File: src/rtl/tick_gen_if.sv
// Control/status bundle for tick_gen: the master drives enable, clear and
// period loads; the slave (tick_gen) returns tick pulses, count and error flag.
interface tick_gen_if #(
  parameter int CNT_W = 32
) ();
  logic             en;
  logic             clr;
  logic             div_ld;
  logic [CNT_W-1:0] div_val;
  logic             tick;
  logic             sub_tick;
  logic [CNT_W-1:0] cnt;
  logic             div_err;

  modport master (
    output en, clr, div_ld, div_val,
    input  tick, sub_tick, cnt, div_err
  );

  modport slave (
    input  en, clr, div_ld, div_val,
    output tick, sub_tick, cnt, div_err
  );
endinterface

File: src/rtl/tick_gen.sv
// Programmable tick generator with a secondary divide-by-SUB_N tick.
// Optional square-wave output (toggles on every tick) under `TICK_GEN_SQW_EN.
module tick_gen #(
  parameter int CNT_W   = 32,
  parameter int DIV_RST = 8,
  parameter int SUB_N   = 60,
  parameter int SUB_W   = 6
) (
  input  logic       clk,
  input  logic       rst,
  tick_gen_if.slave  bus
`ifdef TICK_GEN_SQW_EN
  ,
  output logic       sqw
`endif
);

  localparam logic [CNT_W-1:0] CNT_ONE  = CNT_W'(1);
  localparam logic [CNT_W-1:0] PER_RST  = CNT_W'(DIV_RST);
  localparam logic [SUB_W-1:0] SUB_LAST = SUB_W'(SUB_N - 1);

  logic [CNT_W-1:0] per_q, per_d;
  logic [CNT_W-1:0] cnt_q, cnt_d;
  logic [SUB_W-1:0] sub_cnt_q, sub_cnt_d;
  logic             tick_q, tick_d;
  logic             sub_tick_q, sub_tick_d;
  logic             div_err_q, div_err_d;
  logic             ld_ok;
  logic             ld_zero;
  logic             te;

  // A zero-period request is rejected and leaves counting undisturbed.
  assign ld_ok   = bus.div_ld && (bus.div_val != '0);
  assign ld_zero = bus.div_ld && (bus.div_val == '0);
  assign te      = bus.en && (cnt_q == per_q - CNT_ONE) && !bus.clr && !ld_ok;

  always_comb begin
    // NOTE: every signal gets a default first so no path leaves it unassigned (no latches).
    per_d      = per_q;
    cnt_d      = cnt_q;
    sub_cnt_d  = sub_cnt_q;
    tick_d     = 1'b0;
    sub_tick_d = 1'b0;
    div_err_d  = div_err_q;

    if (bus.clr) begin
      cnt_d     = '0;
      sub_cnt_d = '0;
      div_err_d = 1'b0;
    end else begin
      if (ld_zero) div_err_d = 1'b1;

      if (ld_ok) begin
        per_d = bus.div_val;
        cnt_d = '0;
      end else if (te) begin
        cnt_d  = '0;
        tick_d = 1'b1;
        if (sub_cnt_q == SUB_LAST) begin
          sub_cnt_d  = '0;
          sub_tick_d = 1'b1;
        end else begin
          sub_cnt_d = sub_cnt_q + SUB_W'(1);
        end
      end else if (bus.en) begin
        cnt_d = cnt_q + CNT_ONE;
      end
    end
  end

  // NOTE: sequential state uses non-blocking assignments so all flops update together.
  always_ff @(posedge clk or negedge rst) begin
    if (!rst) begin
      per_q      <= PER_RST;
      cnt_q      <= '0;
      sub_cnt_q  <= '0;
      tick_q     <= 1'b0;
      sub_tick_q <= 1'b0;
      div_err_q  <= 1'b0;
    end else begin
      per_q      <= per_d;
      cnt_q      <= cnt_d;
      sub_cnt_q  <= sub_cnt_d;
      tick_q     <= tick_d;
      sub_tick_q <= sub_tick_d;
      div_err_q  <= div_err_d;
    end
  end

  assign bus.tick     = tick_q;
  assign bus.sub_tick = sub_tick_q;
  assign bus.cnt      = cnt_q;
  assign bus.div_err  = div_err_q;

`ifdef TICK_GEN_SQW_EN
  logic sqw_q, sqw_d;

  always_comb begin
    sqw_d = sqw_q;
    if (bus.clr)  sqw_d = 1'b0;
    else if (te)  sqw_d = ~sqw_q;
  end

  always_ff @(posedge clk or negedge rst) begin
    if (!rst) sqw_q <= 1'b0;
    else      sqw_q <= sqw_d;
  end

  assign sqw = sqw_q;
`endif

endmodule

File: src/flat_wrapper.sv
// flat-port wrapper written by rule: the top's interface ports become plain ports
module tick_gen_flat 
#(
  parameter int CNT_W   = 32,
  parameter int DIV_RST = 8,
  parameter int SUB_N   = 60,
  parameter int SUB_W   = 6
)
  (clk, rst, bus_en, bus_clr, bus_div_ld, bus_div_val, bus_tick, bus_sub_tick, bus_cnt, bus_div_err);
  tick_gen_if #(.CNT_W(CNT_W)) bus_i ();
  input  logic clk;
  input  logic rst;
  input wire logic [$bits(bus_i.en)-1:0] bus_en;
  input wire logic [$bits(bus_i.clr)-1:0] bus_clr;
  input wire logic [$bits(bus_i.div_ld)-1:0] bus_div_ld;
  input wire logic [$bits(bus_i.div_val)-1:0] bus_div_val;
  output wire logic [$bits(bus_i.tick)-1:0] bus_tick;
  output wire logic [$bits(bus_i.sub_tick)-1:0] bus_sub_tick;
  output wire logic [$bits(bus_i.cnt)-1:0] bus_cnt;
  output wire logic [$bits(bus_i.div_err)-1:0] bus_div_err;
  assign bus_i.en = bus_en;
  assign bus_i.clr = bus_clr;
  assign bus_i.div_ld = bus_div_ld;
  assign bus_i.div_val = bus_div_val;
  assign bus_tick = bus_i.tick;
  assign bus_sub_tick = bus_i.sub_tick;
  assign bus_cnt = bus_i.cnt;
  assign bus_div_err = bus_i.div_err;
  tick_gen #(.CNT_W(CNT_W), .DIV_RST(DIV_RST), .SUB_N(SUB_N), .SUB_W(SUB_W)) u_core (.clk(clk), .rst(rst), .bus(bus_i));
endmodule
File: config.mk
export PLATFORM = sky130hd
export DESIGN_NAME = tick_gen_flat
export DESIGN_NICKNAME = d
export VERILOG_FILES = /design/src/rtl/tick_gen_if.sv /design/src/rtl/tick_gen.sv /design/src/flat_wrapper.sv
export SDC_FILE = /design/constraint.sdc
export NUM_CORES = 1
export LEC_CHECK = 0
export ABC_CLOCK_PERIOD_IN_PS = 4150
export BUFFER_PORTS_ARGS = -buffer_cell sky130_fd_sc_hd__buf_2
export CORE_UTILIZATION = 55
export CTS_CLUSTER_DIAMETER = 40
export DETAILED_ROUTE_END_ITERATION = 7
export GPL_TIMING_DRIVEN = 1
export PLACE_DENSITY = 0.76
export SLEW_MARGIN = 20
export SYNTH_ARGS = -nofsm -noshare
export SYNTH_HDL_FRONTEND = slang
export SYNTH_SLANG_ARGS = --single-unit
File: constraint.sdc
create_clock -name clk -period 4.15 [get_ports clk]
set_input_delay 1.0375 -clock clk [delete_from_list [all_inputs] [get_ports clk]]
set_output_delay 1.0375 -clock clk [all_outputs]
set_load 0.05 [all_outputs]
==> impl_metrics.env <==
export IMPL_status="finished clean"
export IMPL_start_kind="register"
export IMPL_synth_warnings=0
export IMPL_power_density_nw_per_um2=313.1
export IMPL_synth_edf_count=0
export IMPL_port_buffers=71
export IMPL_netlist_area_um2=4756
export IMPL_end_kind="register"
export IMPL_grt_pass1_wl_um=20750
export IMPL_critPathKind="reg -> reg"
export IMPL_relSlewSlack_pct=35.48
export IMPL_switching_share_pct=30.58
export IMPL_instances_no_fill=710
export IMPL_clk_insertion_delay_late_ps=360
export IMPL_hp_class="reg -> reg"
export IMPL_cts_resized=0
export IMPL_synth_top_area_share_pct=37.88
export IMPL_path_clk_slew_ps=80
export IMPL_n_antenna_cell=0
export IMPL_drtIter0Drc=230
export IMPL_period_needed_ps=3824
export IMPL_cts_hold_buf=0
export IMPL_route_detailed_drc=0
export IMPL_drive_above_1_share_pct=24.96
export IMPL_die_area_um2=9023
export IMPL_p_clk_share_pct=32.8
export IMPL_drt_wl_total_um=12590
export IMPL_critPathRequiredTime_ps=4440
export IMPL_max_freq_mhz=261.5
export IMPL_grt_overflow=0
export IMPL_postCtsSetupRepairBufs=0
export IMPL_cts_tree="yes"
export IMPL_finalSetupViolCount=0
export IMPL_cts_sink_count=73
export IMPL_clock_skew_ps=12.19
export IMPL_final_max_slew_viol_count=0
export IMPL_synthTopCellsByArea="dfrtp_1 38%, mux2_2 6.2%, xor2_1 4.4%"
export IMPL_place_inst=694
export IMPL_seqCellArea_um2=1828
export IMPL_die_y_um=94.99
export IMPL_ios=72
export IMPL_cp_arrival_ps=4120
export IMPL_seqPwrFrac_pct=49.0
export IMPL_synthCells=525
export IMPL_first_global_vias=4311
export IMPL_seq_area_frac_synth_pct=38.44
export IMPL_p_comb_share_pct=18.2
export IMPL_antenna_found_initial=0
export IMPL_finalSetupTns_ps=0
export IMPL_min_path_cells=1
export IMPL_nNetsFinal=640
export IMPL_die_width_um=94.99
export IMPL_yosysMostFrequentCell="dfrtp_1"
export IMPL_rsz0062_at_grt="no"
export IMPL_grt_max_degree=41
export IMPL_avgSynthCellArea_um2=9.059
export IMPL_postRouteAntennaNets=0
export IMPL_synthToLayoutAreaGrowth_pct=15.42
export IMPL_hpwl_um=9395
export IMPL_p_total_uw=1718
export IMPL_nFillCells=703
export IMPL_fin_crit_sh_pct=92.16
export IMPL_synthDistinctLibCells=64
export IMPL_cts_buffers=9
export IMPL_ys_ff_latch=73
export IMPL_syn_nets=565
export IMPL_via_count=4409
export IMPL_multi_input_area_um2=2785
export IMPL_finalHoldViolCount=0
export IMPL_drtPass1Iterations=4
export IMPL_gp_congestion=0.9002
export IMPL_via_per_inst=6.210
export IMPL_path_max_fanout=6
export IMPL_p_leak_uw=0.002422
export IMPL_ir_drop_mv=0.2632
export IMPL_grt_usage_pct=30.24
export IMPL_power_switching_uw=525.6
export IMPL_yosys_top_cells_count="72 x dfrtp_1, 52 x nand2_1, 39 x nor2_1"
export IMPL_reg2regPathDepth=11
export IMPL_start_util_pct=57.30
export IMPL_htree_levels=3
export IMPL_internal_power_uw=1193
export IMPL_synth_top_cell_by_area="dfrtp_1"
export IMPL_rows=33
export IMPL_maxCapViolCount=0
export IMPL_cts_root_buf="clkbuf_8"
export IMPL_ys_dominant_reg_cell="dfrtp_1"
export IMPL_clock_path_buffers=2
export IMPL_ys_async_sr_fraction_pct=100.0
export IMPL_wl_per_cell_um=17.74
export IMPL_core_area_um2=8299
export IMPL_worstMarginPinSlew_ps=967.7
power by group through the flow:
stage               clock network, µW  logic [µW]  registers, µW
floorplan                           0         220            826
global placement                    0         299            849
detailed placement                  0         309            852
CTS                               571         311            839
global route                      602         344            848
finish                            564         312            842
flip-flops by register name (all words and copies together), names as in the netlist:
signal and flops:
u_core.bus.tick 1, u_core.per_q 32, u_core.bus.sub_tick 1, u_core.bus.cnt 32, u_core.bus.div_err 1, u_core.sub_cnt_q 6
worst max-delay path: stages, from the launching register on:
cell and delay, ps:
dfrtp_1 470, inv_1 110, ha_1 170, nor4b_2 300, and3_1 300, mux2_4 330
or4_1 510, or3_1 330, nor4_2 240, or4b_1 460, or4_1 470, nand2_1 80
path summary, 6_finish.rpt:
check / start / to / slack [ps]
max: u_core.per_q[0]$_DFFE_PN0P_ / u_core.sub_cnt_q[5]$_DFFE_PN0P_ / 330
min: u_core.sub_cnt_q[3]$_DFFE_PN0P_ / u_core.sub_cnt_q[3]$_DFFE_PN0P_ / 520
min reg2reg: u_core.sub_cnt_q[3]$_DFFE_PN0P_ / u_core.sub_cnt_q[3]$_DFFE_PN0P_ / 520
max reg2reg: u_core.per_q[0]$_DFFE_PN0P_ / u_core.sub_cnt_q[5]$_DFFE_PN0P_ / 330
max in group asynchronous: rst / u_core.bus.cnt[12]$_DFFE_PN0P_ / 2490
min in group asynchronous: rst / u_core.sub_cnt_q[2]$_DFFE_PN0P_ / 830
layout make-up:
class                      count  share of cell area (%)
sequential                    73                   33.30
tap                          105                   2.393
timing repair buffer          87                   8.890
clock inverter                 5                   1.003
multi-input combinational    413                   50.74
inverter                      16                   1.094
clock buffer                  11                   2.576
metrics by stage:
| stage | area [µm²] | hold WS [ps] | util [%] | setup slack (ps) |
|---|---|---|---|---|
| 3_3_place_gp | 5293 | 489.5 | 63.77 | 439.6 |
| 3_5_place_dp | 5293 | 512.9 | 63.77 | 349.8 |
| 4_1_cts | 5489 | 522.6 | 66.14 | 354.1 |
| 2_1_floorplan | 4756 | 467.1 | - | 390.3 |
| 5_1_grt | 5489 | 557.3 | 66.14 | 115.1 |
| 6_report | 5489 | 523.8 | 66.14 | 325.6 |
layer usage:
metal	track usage [%]	share of wire, %	vias to the layer above	wire (µm)
met5	0	0	-	0
met4	13.64	2.4	0	304
met3	8.213	5.6	23	710
met2	47.12	46	128	5824
met1	39.11	46	2157	5754
li1	-	-	2101	-
placed cells by master (no fill, tap or decap), types with 4 or more instances in the layout:
cell      instances
buf_2            71
nor3b_1           4
nand3b_1          4
a221o_1           7
o311ai_0          7
a211oi_1          4
a21oi_1          14
or4_1             6
o21ai_0          19
xor2_1           24
xnor2_1          17
dfrtp_1          72
or2_2             7
mux2i_1           4
buf_4            15
nand4_1          15
nor3_1           14
a21o_1            7
o31ai_1           5
inv_1            16
or3_1             5
nor2b_1           6
nor4_1           18
and3_1           17
nand3_1          30
nor2_1           37
clkbuf_8         10
and4_1            4
a22o_1            7
nand2_1          52
mux2_2           26
cell families (layout without fill, tap and decap cells):
group | after synthesis | count (layout) | synth area share (%)
compound gates | 92 | 92 | 13.65
fa+ha+maj | 3 | 3 | 0.7894
mux | 31 | 31 | 7.314
flops | 73 | 73 | 38.44
buf+inv | 39 | 119 | 3.341
xor+xnor | 41 | 41 | 7.551
simple gates | 246 | 246 | 28.91
(Power assumes the default switching activity.)
